===== config.mk =====
export PLATFORM = sky130hd
export DESIGN_NAME = row_scan_sequencer
export DESIGN_NICKNAME = d
export VERILOG_FILES = /design/src/rtl/row_scan_sequencer.sv
export SDC_FILE = /design/constraint.sdc
export NUM_CORES = 2
export LEC_CHECK = 0
export ABC_AREA = 0
export CORE_ASPECT_RATIO = 0.5
export CORE_MARGIN = 8
export CORE_UTILIZATION = 30
export CTS_BUF_LIST = sky130_fd_sc_hd__clkbuf_2 sky130_fd_sc_hd__clkbuf_4 sky130_fd_sc_hd__clkbuf_8
export DETAILED_ROUTE_END_ITERATION = 8
export MAX_ROUTING_LAYER = met4
export PLACE_DENSITY_LB_ADDON = 0.1
export RECOVER_POWER = 50
export SLEW_MARGIN = 30
export SYNTH_ARGS = -nofsm -noshare
export SYNTH_HDL_FRONTEND = slang
export SYNTH_SLANG_ARGS = --single-unit

===== constraint.sdc =====
create_clock -name clock -period 4.33 [get_ports clock]
set_input_delay 1.0825 -clock clock [delete_from_list [all_inputs] [get_ports clock]]
set_output_delay 1.0825 -clock clock [all_outputs]
set_load 0.1 [all_outputs]

===== src/rtl/row_scan_sequencer.sv =====
// ============================================================================
// Module   : row_scan_sequencer
// Purpose  : Walks a memory row range through the memory_reader handshake and
//            serializes each captured row into OUT_WIDTH valid/ready beats.
// Revision : 1.0
// ============================================================================
`default_nettype none

module row_scan_sequencer #(
    parameter int WORD_WIDTH = 512,
    parameter int NUM_ROWS   = 128,
    parameter int OUT_WIDTH  = 64,
    parameter int ROW_W      = 8
) (
    input  logic                  clock,
    input  logic                  reset,
    input  logic                  start,
    input  logic [ROW_W-1:0]      first_row,
    input  logic [ROW_W-1:0]      last_row,
    output logic                  busy,
    output logic                  done,
    output logic                  range_err,
    output logic                  scan_en,
    output logic [ROW_W-1:0]      row_counter_out,
    input  logic                  scan_done,
    input  logic [WORD_WIDTH-1:0] data_in,
    output logic                  out_valid,
    input  logic                  out_ready,
    output logic [OUT_WIDTH-1:0]  out_data,
    output logic [ROW_W-1:0]      out_row,
    output logic                  out_last_beat,
    output logic                  out_last_row
);

    localparam int BEATS  = WORD_WIDTH / OUT_WIDTH;
    localparam int BEAT_W = (BEATS > 1) ? $clog2(BEATS) : 1;
    localparam logic [BEAT_W-1:0] C_LAST_BEAT = BEAT_W'(BEATS - 1);
    localparam logic [BEAT_W-1:0] C_BEAT_ONE  = BEAT_W'(1);
    localparam logic [ROW_W-1:0]  C_ROW_ONE   = ROW_W'(1);
    localparam logic [ROW_W:0]    C_NUM_ROWS  = (ROW_W + 1)'(NUM_ROWS);

    typedef enum logic [2:0] {
        S_IDLE  = 3'd0,
        S_REQ   = 3'd1,
        S_DRAIN = 3'd2,
        S_GAP   = 3'd3,
        S_DONE  = 3'd4,
        S_ERR   = 3'd5
    } state_t;

    state_t                r_state;
    state_t                w_next_state;
    logic [ROW_W-1:0]      r_cur_row;
    logic [ROW_W-1:0]      r_last_row;
    logic [WORD_WIDTH-1:0] r_buf;
    logic [BEAT_W-1:0]     r_beat;

    logic                  w_range_bad;
    logic                  w_capture;
    logic                  w_row_end;
    logic                  w_at_last_row;
    logic [BEAT_W-1:0]     w_sel;
    logic [OUT_WIDTH-1:0]  w_beat_data;

    assign w_range_bad   = (first_row > last_row) || ({1'b0, last_row} >= C_NUM_ROWS);
    // Capture only once our own request is visible, so a stale scan_done never latches.
    assign w_capture     = (r_state == S_REQ) && scan_en && scan_done;
    assign w_at_last_row = (r_cur_row == r_last_row);
    assign w_row_end     = (r_state == S_DRAIN) && out_valid && out_ready && (r_beat == C_LAST_BEAT);
    // Beat to present next: the current one on the first DRAIN cycle, the following one after a handshake.
    assign w_sel         = out_valid ? (r_beat + C_BEAT_ONE) : r_beat;
    assign w_beat_data   = r_buf[w_sel * OUT_WIDTH +: OUT_WIDTH];

    always_ff @(posedge clock or negedge reset) begin
        if (!reset) begin
            r_state <= S_IDLE;
        end else begin
            r_state <= w_next_state;
        end
    end

    always_comb begin
        w_next_state = r_state;
        case (r_state)
            S_IDLE:  if (start) w_next_state = w_range_bad ? S_ERR : S_REQ;
            S_REQ:   if (w_capture) w_next_state = S_DRAIN;
            S_DRAIN: if (w_row_end) w_next_state = w_at_last_row ? S_DONE : S_GAP;
            S_GAP:   if (!scan_done) w_next_state = S_REQ;
            S_DONE:  w_next_state = S_IDLE;
            S_ERR:   w_next_state = S_IDLE;
            default: w_next_state = S_IDLE;
        endcase
    end

    always_ff @(posedge clock or negedge reset) begin
        if (!reset) begin
            r_cur_row       <= '0;
            r_last_row      <= '0;
            r_buf           <= '0;
            r_beat          <= '0;
            busy            <= 1'b0;
            done            <= 1'b0;
            range_err       <= 1'b0;
            scan_en         <= 1'b0;
            row_counter_out <= '0;
            out_valid       <= 1'b0;
            out_data        <= '0;
            out_row         <= '0;
            out_last_beat   <= 1'b0;
            out_last_row    <= 1'b0;
        end else begin
            busy            <= (w_next_state == S_REQ) || (w_next_state == S_DRAIN) ||
                               (w_next_state == S_GAP);
            done            <= (w_next_state == S_DONE) || (w_next_state == S_ERR);
            range_err       <= (w_next_state == S_ERR);
            scan_en         <= (r_state == S_REQ) && !w_capture;
            row_counter_out <= r_cur_row;

            if ((r_state == S_IDLE) && start && !w_range_bad) begin
                r_cur_row  <= first_row;
                r_last_row <= last_row;
            end

            if (w_capture) begin
                r_buf  <= data_in;
                r_beat <= '0;
            end

            if (r_state == S_DRAIN) begin
                if (!out_valid) begin
                    out_valid     <= 1'b1;
                    out_data      <= w_beat_data;
                    out_row       <= r_cur_row;
                    out_last_beat <= (w_sel == C_LAST_BEAT);
                    out_last_row  <= w_at_last_row;
                end else if (out_ready) begin
                    if (r_beat == C_LAST_BEAT) begin
                        out_valid     <= 1'b0;
                        out_last_beat <= 1'b0;
                        out_last_row  <= 1'b0;
                        if (!w_at_last_row) begin
                            r_cur_row <= r_cur_row + C_ROW_ONE;
                        end
                    end else begin
                        r_beat        <= w_sel;
                        out_data      <= w_beat_data;
                        out_last_beat <= (w_sel == C_LAST_BEAT);
                    end
                end
            end
        end
    end

endmodule

`default_nettype wire

Yosys cells after proc, flatten, opt, wreduce, memory -nomap -nowiden --
Index checks and enable logic that the tools add are counted.
Word-level totals: flip-flop bits (word level) 621, output and inout port bits 87, logic and storage cells 85
Operators by class: add/subtract/negate cells 2, magnitude comparators 2, equal/unequal tests 14, shift-type cells 1, multiplexer cells 31, bitwise gates (word level) 1, reductions and logical operators 19
Operators by type and width (number):
- 512-bit by 10-bit variable part select with 64-bit output | 1
- 64-bit two-way mux | 3
- 8-bit two-way mux | 6
- 3-bit two-way mux | 12
- 3-bit by 2-bit == test with 1-bit output (second input constant) | 4
- 3-bit == test (second input constant) | 4
- 3-bit one-hot mux with 4 select lines | 1
- 1-bit two-way mux | 9
- 8-bit by 1-bit adder with 8-bit output (second input constant) | 1
- 8-bit == test | 1
- 8-bit greater-or-equal comparator (second input constant) | 1
- 8-bit greater-than comparator | 1
- 1-bit logical AND | 8
- 3-bit by 1-bit == test with 1-bit output (second input constant) | 2
- 3-bit AND reduction | 2
- 1-bit logical OR | 4
- 2-bit by 1-bit != test with 1-bit output (second input constant) | 2
- 2-bit AND reduction | 2
- 3-bit by 1-bit adder with 3-bit output (second input constant) | 1
- 3-bit zero test | 1
- 1-bit zero test | 2
- 2-bit != test (second input constant) | 1
- 1-bit NOT | 1

Depth between registers and ports, before layout --
word-level depth 10, depth in mapped cells 9, depth with buffers taken out 8

Worst setup path after synthesis --
No wires, ideal clock.
kind input to register, start input port last_row[5], end register r_cur_row[1], setup time 0.126 ns, arrival 2.547 ns, setup slack 1.658 ns, stages 8, path buffers 0, cells stage by stage inv_1 -> ha_1 -> nand4_1 -> or3_1 -> o21ai_0 -> o21ai_0 -> and3_1 -> a221o_1
On the way: word-level cells in the longest chain between the ends 10, elaborated cells on any way between the ends 11
RTL lines:
- start: declaration | RTL line 19 | input logic [ROW_W-1:0] last_row,
- 8-bit greater-than comparator / 8-bit greater-or-equal comparator (equally long branches) | RTL line 65 | assign w_range_bad = (first_row > last_row) || ({1'b0, last_row} >= C_NUM_ROWS);
- 1-bit logical OR * | RTL line 65
- 1-bit zero test * | RTL line 119 | if ((r_state == S_IDLE) && start && !w_range_bad) begin
- 1-bit logical AND * | RTL line 119
- 8-bit two-way mux * | RTL line 119
- 8-bit two-way mux | RTL line 141 | if (!w_at_last_row) begin
- 8-bit two-way mux | RTL line 137 | if (r_beat == C_LAST_BEAT) begin
- 8-bit two-way mux | RTL line 136 | end else if (out_ready) begin
- 8-bit two-way mux | RTL line 130 | if (!out_valid) begin
- 8-bit two-way mux * | RTL line 129 | if (r_state == S_DRAIN) begin
- end signal: assignment | RTL line 120 | r_cur_row <= first_row;
- end signal: assignment | RTL line 142 | r_cur_row <= r_cur_row + C_ROW_ONE;
- end: declaration | RTL line 53 | logic [ROW_W-1:0] r_cur_row;
Every way passes the cells marked *; elsewhere a longest branch is shown, timed or not. A chain may end at the register's enable or synchronous reset.

Worst setup path after layout --
start input port scan_done, end register r_buf[179]
On the way: word-level cells in the longest chain between the ends 1
RTL lines:
- start: declaration | RTL line 25 | input logic scan_done,
- 1-bit logical AND | RTL line 67 | assign w_capture = (r_state == S_REQ) && scan_en && scan_done;
- end signal: assignment | RTL line 125 | r_buf <= data_in;
- end: declaration | RTL line 55 | logic [WORD_WIDTH-1:0] r_buf;
Every way passes these cells.

==> results.txt <==
Cells with a size suffix above 1 make up between 20 and 30% of the layout. Using the TritonRoute via totals, the vias-per-cell ratio works out to 4.79. After technology mapping, the gate count stands at 2,419.

The floorplan die height is 231 µm. The data arrival time at the worst-slack endpoint came out at 4.20 ns. The dominant synthesized flop cell is sky130_fd_sc_hd__dfrtp_1.

The analysis attributes to cell leakage a power of 15.5 nW. The most frequent cell after synthesis is sky130_fd_sc_hd__dfrtp_1. The standard cell area after detailed placement came out at 35,300 µm². The max-slew violation count is 514.

The final cycle utilization of the critical path is 82.4%. The share of flip-flops with an asynchronous set or reset after synthesis is 100%. The fraction of power spent switching nets is between 40% and 50%. The first-pass detailed-route iteration total is 7.

The path class of the lowest-slack min-delay path is primary input to async pin. The number of instances in the placed design is approximately 4,200. The hold-fix buffer count after cts came out at 0. The clock transition time at the flip-flop clock pins of the worst setup and hold paths came out at 0.06 ns.

Setup repair after global routing left no endpoint under its margin. The core box area is ~91,000 µm². The via count is 20,900. The placed wire-length estimate after detailed placement came out at 68,300 µm. Summed over all instances, the cell type with the most area after synthesis is sky130_fd_sc_hd__dfrtp_1. The total detailed-routing wirelength is 97,200 µm. The wire length of the first global-routing pass came out at 146,000 µm.

The count of buffers added on input and output ports is 619. The sequential share of the synthesized area came out at 56.3%. The checks that failed: capacitance limit, slew limit.

The critical path is of the primary input to flop type. The worst ir drop on vdd came out at roughly 0.52 mV. Of the total power, combinational logic draws between 40% and 50%. For the pin with the worst max-slew slack, the measured transition is 2.43 ns.

The number of H-tree levels is 3. The number of DRC violations after detailed routing is 0. The area growth from synthesis to layout came out at 35.2%.

The number of register bits inferred by synthesis came out at 621. The number of unique standard cell types used by synthesis is 46. The internal power of the cells totals 17.6 mW. The initial core utilization is a little under a third. The tree is rooted in a sky130_fd_sc_hd__clkbuf_8. Counting every net in the synthesized netlist gives roughly 3,000. The post-route minimum period is about 3.6 ns.

The count of warnings emitted by yosys is 0. The completed layout was analyzed and its total power is 30.5 mW. The number of top-level pins is 620.

The worst hold-check slack is around 0.23 ns. The initial antenna violation count came out at 24. The average cell area after synthesis is between 10 and 15 µm². STA classifies the critical path startpoint as a primary input. TritonCTS built the clock tree.

The x dimension of the die is 445 µm. After the last flow step, the layout net total stands at ~3,600. The CTS sink count is 621.

At the end of routability-driven placement, the weighted congestion stood at a little over 0.8. The data required time at the worst endpoint came out at 4.96 ns. The initial detailed-routing violation count is 1,133. The number of buffers created by CTS came out at 97. The flow ran to the end, but the final reports show violations. The maximum clock rate came out at roughly 280 MHz. The total grt overflow is 0.

The number of flops mapped to enable cells by yosys is 0. The final core utilization is approximately two fifths. The worst setup path is captured at a flop. At the later pin of the worst-skew pair, clock insertion delay measures slightly below 0.8 ns. The count of maximum capacitance violations is 9.

The die outline area is ~100,000 µm². For this run, the total global-route usage over all layers was measured as 19.0%. The cell area power density came out at 818 nW/µm². The highest fanout seen on the critical path is 50. The floorplan has 78 rows. In the synthesized netlist, the cells that appear most often are 621 x sky130_fd_sc_hd__dfrtp_1, 534 x sky130_fd_sc_hd__nand2_1, 522 x sky130_fd_sc_hd__mux2_2. Summed over all nets, the switching power comes to between 10 and 15 mW. The post-route standard cell area excluding fillers came out at 37,300 µm². The average wire length per cell after detail routing came out at 22.3 µm.

The total count of hold-check failures in the final report came out at 0. The final critical-path setup slack came out at 0.763 ns. The via count of the first global-routing pass was 22,300.

The power share of the clock group is 18.0%. The post-route antenna net violation count came out at 0. Ranked by total cell area, the synthesized netlist is headed by sky130_fd_sc_hd__dfrtp_1 56%, sky130_fd_sc_hd__mux2_2 21%, sky130_fd_sc_hd__nand2_1 7.3%, sky130_fd_sc_hd__nand3_1 2.4%, sky130_fd_sc_hd__a311oi_1 2.1%.

The part of the total power dissipated in sequential elements is between 30% and 40%. The normalized max-slew margin is -62.0%. The cell area that synthesis handed to floorplanning was 27,600 µm². Gates resized during post-CTS repair numbered 0. The longest clock path from root to sink contains 3 buffers.

The post-route setup TNS came out at 0 ns. Post-CTS timing repair inserted 0 buffers for setup. On the final layout, the worst clock skew is approximately 0.035 ns. The final standard cell count with taps included and fillers excluded is 4,356. The maximum number of pins on one net before global-route repair came out at 88.

The fraction of synthesized cell area taken by the top area cell type is 56.3%. Setup violations remaining at the end of the flow were counted as 0. Timing analysis after detailed placement gives a worst setup slack of 0.877 ns.
==> critical path, cell delays in order <==
cell,delay (ns)
sky130_fd_sc_hd__dlygate4sd3_1,0.55
sky130_fd_sc_hd__nand2_1,0.09
sky130_fd_sc_hd__nor3_1,0.14
sky130_fd_sc_hd__clkbuf_2,1.15
sky130_fd_sc_hd__buf_4,0.67
sky130_fd_sc_hd__mux2_2,0.40
==> flip-flops by register name, summed over array words and instances, names as in the netlist <==
name / flops
r_last_row: 8
r_buf: 512
out_last_beat: 1
done: 1
out_last_row: 1
out_valid: 1
busy: 1
row_counter_out: 8
out_data: 64
out_row: 8
r_state: 3
scan_en: 1
range_err: 1
r_cur_row: 8
r_beat: 3
==> final cells by class <==
class	instances	area, µm²
fillers	8932	53600
repair buffers	674	6710
inverters	12	45.0
clock buffers	160	1960
multi-input cells	1612	11300
clock inverters	19	165
diodes	18	45.0
well taps	1240	1550
flip-flops and latches	621	15500
==> worst paths after layout <==
path                                           start                         to  slack (ns)  cells after the start
min                                            reset     r_cur_row[2]$_DFF_PN0_        0.23                      1
max in group asynchronous                      reset     r_buf[119]$_DFFE_PN0P_        0.98                      3
min in group clock         out_last_beat$_DFFE_PN0P_  out_last_beat$_DFFE_PN0P_        0.50                      1
max reg2reg                     r_state[2]$_DFF_PN0_     r_buf[179]$_DFFE_PN0P_        1.10                      6
max                                        scan_done     r_buf[179]$_DFFE_PN0P_        0.76                      6
min reg2reg                out_last_beat$_DFFE_PN0P_  out_last_beat$_DFFE_PN0P_        0.50                      1
==> layer usage <==
layer	GRT usage, %	vias to the layer above	routed length (µm)
met5	-	-	0
met4	5.35	0	2220
met3	3.36	142	3110
met2	35.0	372	53900
met1	21.2	10700	38000
li1	-	9702	-
==> logic make-up (layout without fill, tap and decap cells) <==
family / after synthesis / after routing / share of synthesized area (%)
compound gates: 234 / 234 / 5.64
fa+ha+maj: 11 / 11 / 0.498
other cells: 0 / 18 / 0
xor+xnor: 10 / 10 / 0.372
simple gates: 832 / 832 / 12.8
flops: 621 / 621 / 56.3
mux: 525 / 525 / 21.4
buf+inv: 186 / 865 / 3.04
==> placed cells by master, fill, tap and decap left out, types with 2 or more instances in the layout <==
master,netlist,final
sky130_fd_sc_hd__a21oi_1,68,67
sky130_fd_sc_hd__clkbuf_4,0,38
sky130_fd_sc_hd__nor4_1,2,2
sky130_fd_sc_hd__clkbuf_1,65,8
sky130_fd_sc_hd__xor2_1,8,8
sky130_fd_sc_hd__clkbuf_2,0,5
sky130_fd_sc_hd__clkinvlp_4,0,4
sky130_fd_sc_hd__mux2_2,522,521
sky130_fd_sc_hd__and2_1,3,3
sky130_fd_sc_hd__buf_12,0,16
sky130_fd_sc_hd__nor2_1,72,72
sky130_fd_sc_hd__inv_1,12,12
sky130_fd_sc_hd__o21ai_0,18,17
sky130_fd_sc_hd__ha_1,11,11
sky130_fd_sc_hd__clkbuf_8,0,122
sky130_fd_sc_hd__o211ai_1,2,2
sky130_fd_sc_hd__o22ai_1,3,3
sky130_fd_sc_hd__and3_1,67,67
sky130_fd_sc_hd__a311oi_1,65,65
sky130_fd_sc_hd__clkdlybuf4s50_1,0,600
sky130_fd_sc_hd__a31oi_1,66,66
sky130_fd_sc_hd__o221a_2,3,3
sky130_fd_sc_hd__nand2_1,534,534
sky130_fd_sc_hd__diode_2,0,18
sky130_fd_sc_hd__nand2b_1,3,3
sky130_fd_sc_hd__mux2i_4,0,2
sky130_fd_sc_hd__nand4_1,3,3
sky130_fd_sc_hd__clkinv_2,0,11
sky130_fd_sc_hd__nor2b_1,3,3
sky130_fd_sc_hd__nand3_1,131,131
sky130_fd_sc_hd__buf_2,91,16
sky130_fd_sc_hd__nor3_1,7,7
sky130_fd_sc_hd__dfrtp_1,621,620
sky130_fd_sc_hd__bufinv_16,0,2
sky130_fd_sc_hd__buf_4,5,26
==> power groups by stage <==
stage | Clock, mW | Sequential (mW) | Combinational, mW
global placement | 0 | 10.3 | 14.8
finish | 5.51 | 10.3 | 14.7
detailed placement | 0 | 10.4 | 14.9
CTS | 5.73 | 10.3 | 15.0
floorplan | 0 | 12.5 | 8.21
global route | 5.99 | 10.7 | 16.0
Power figures use the tool's default switching activity.
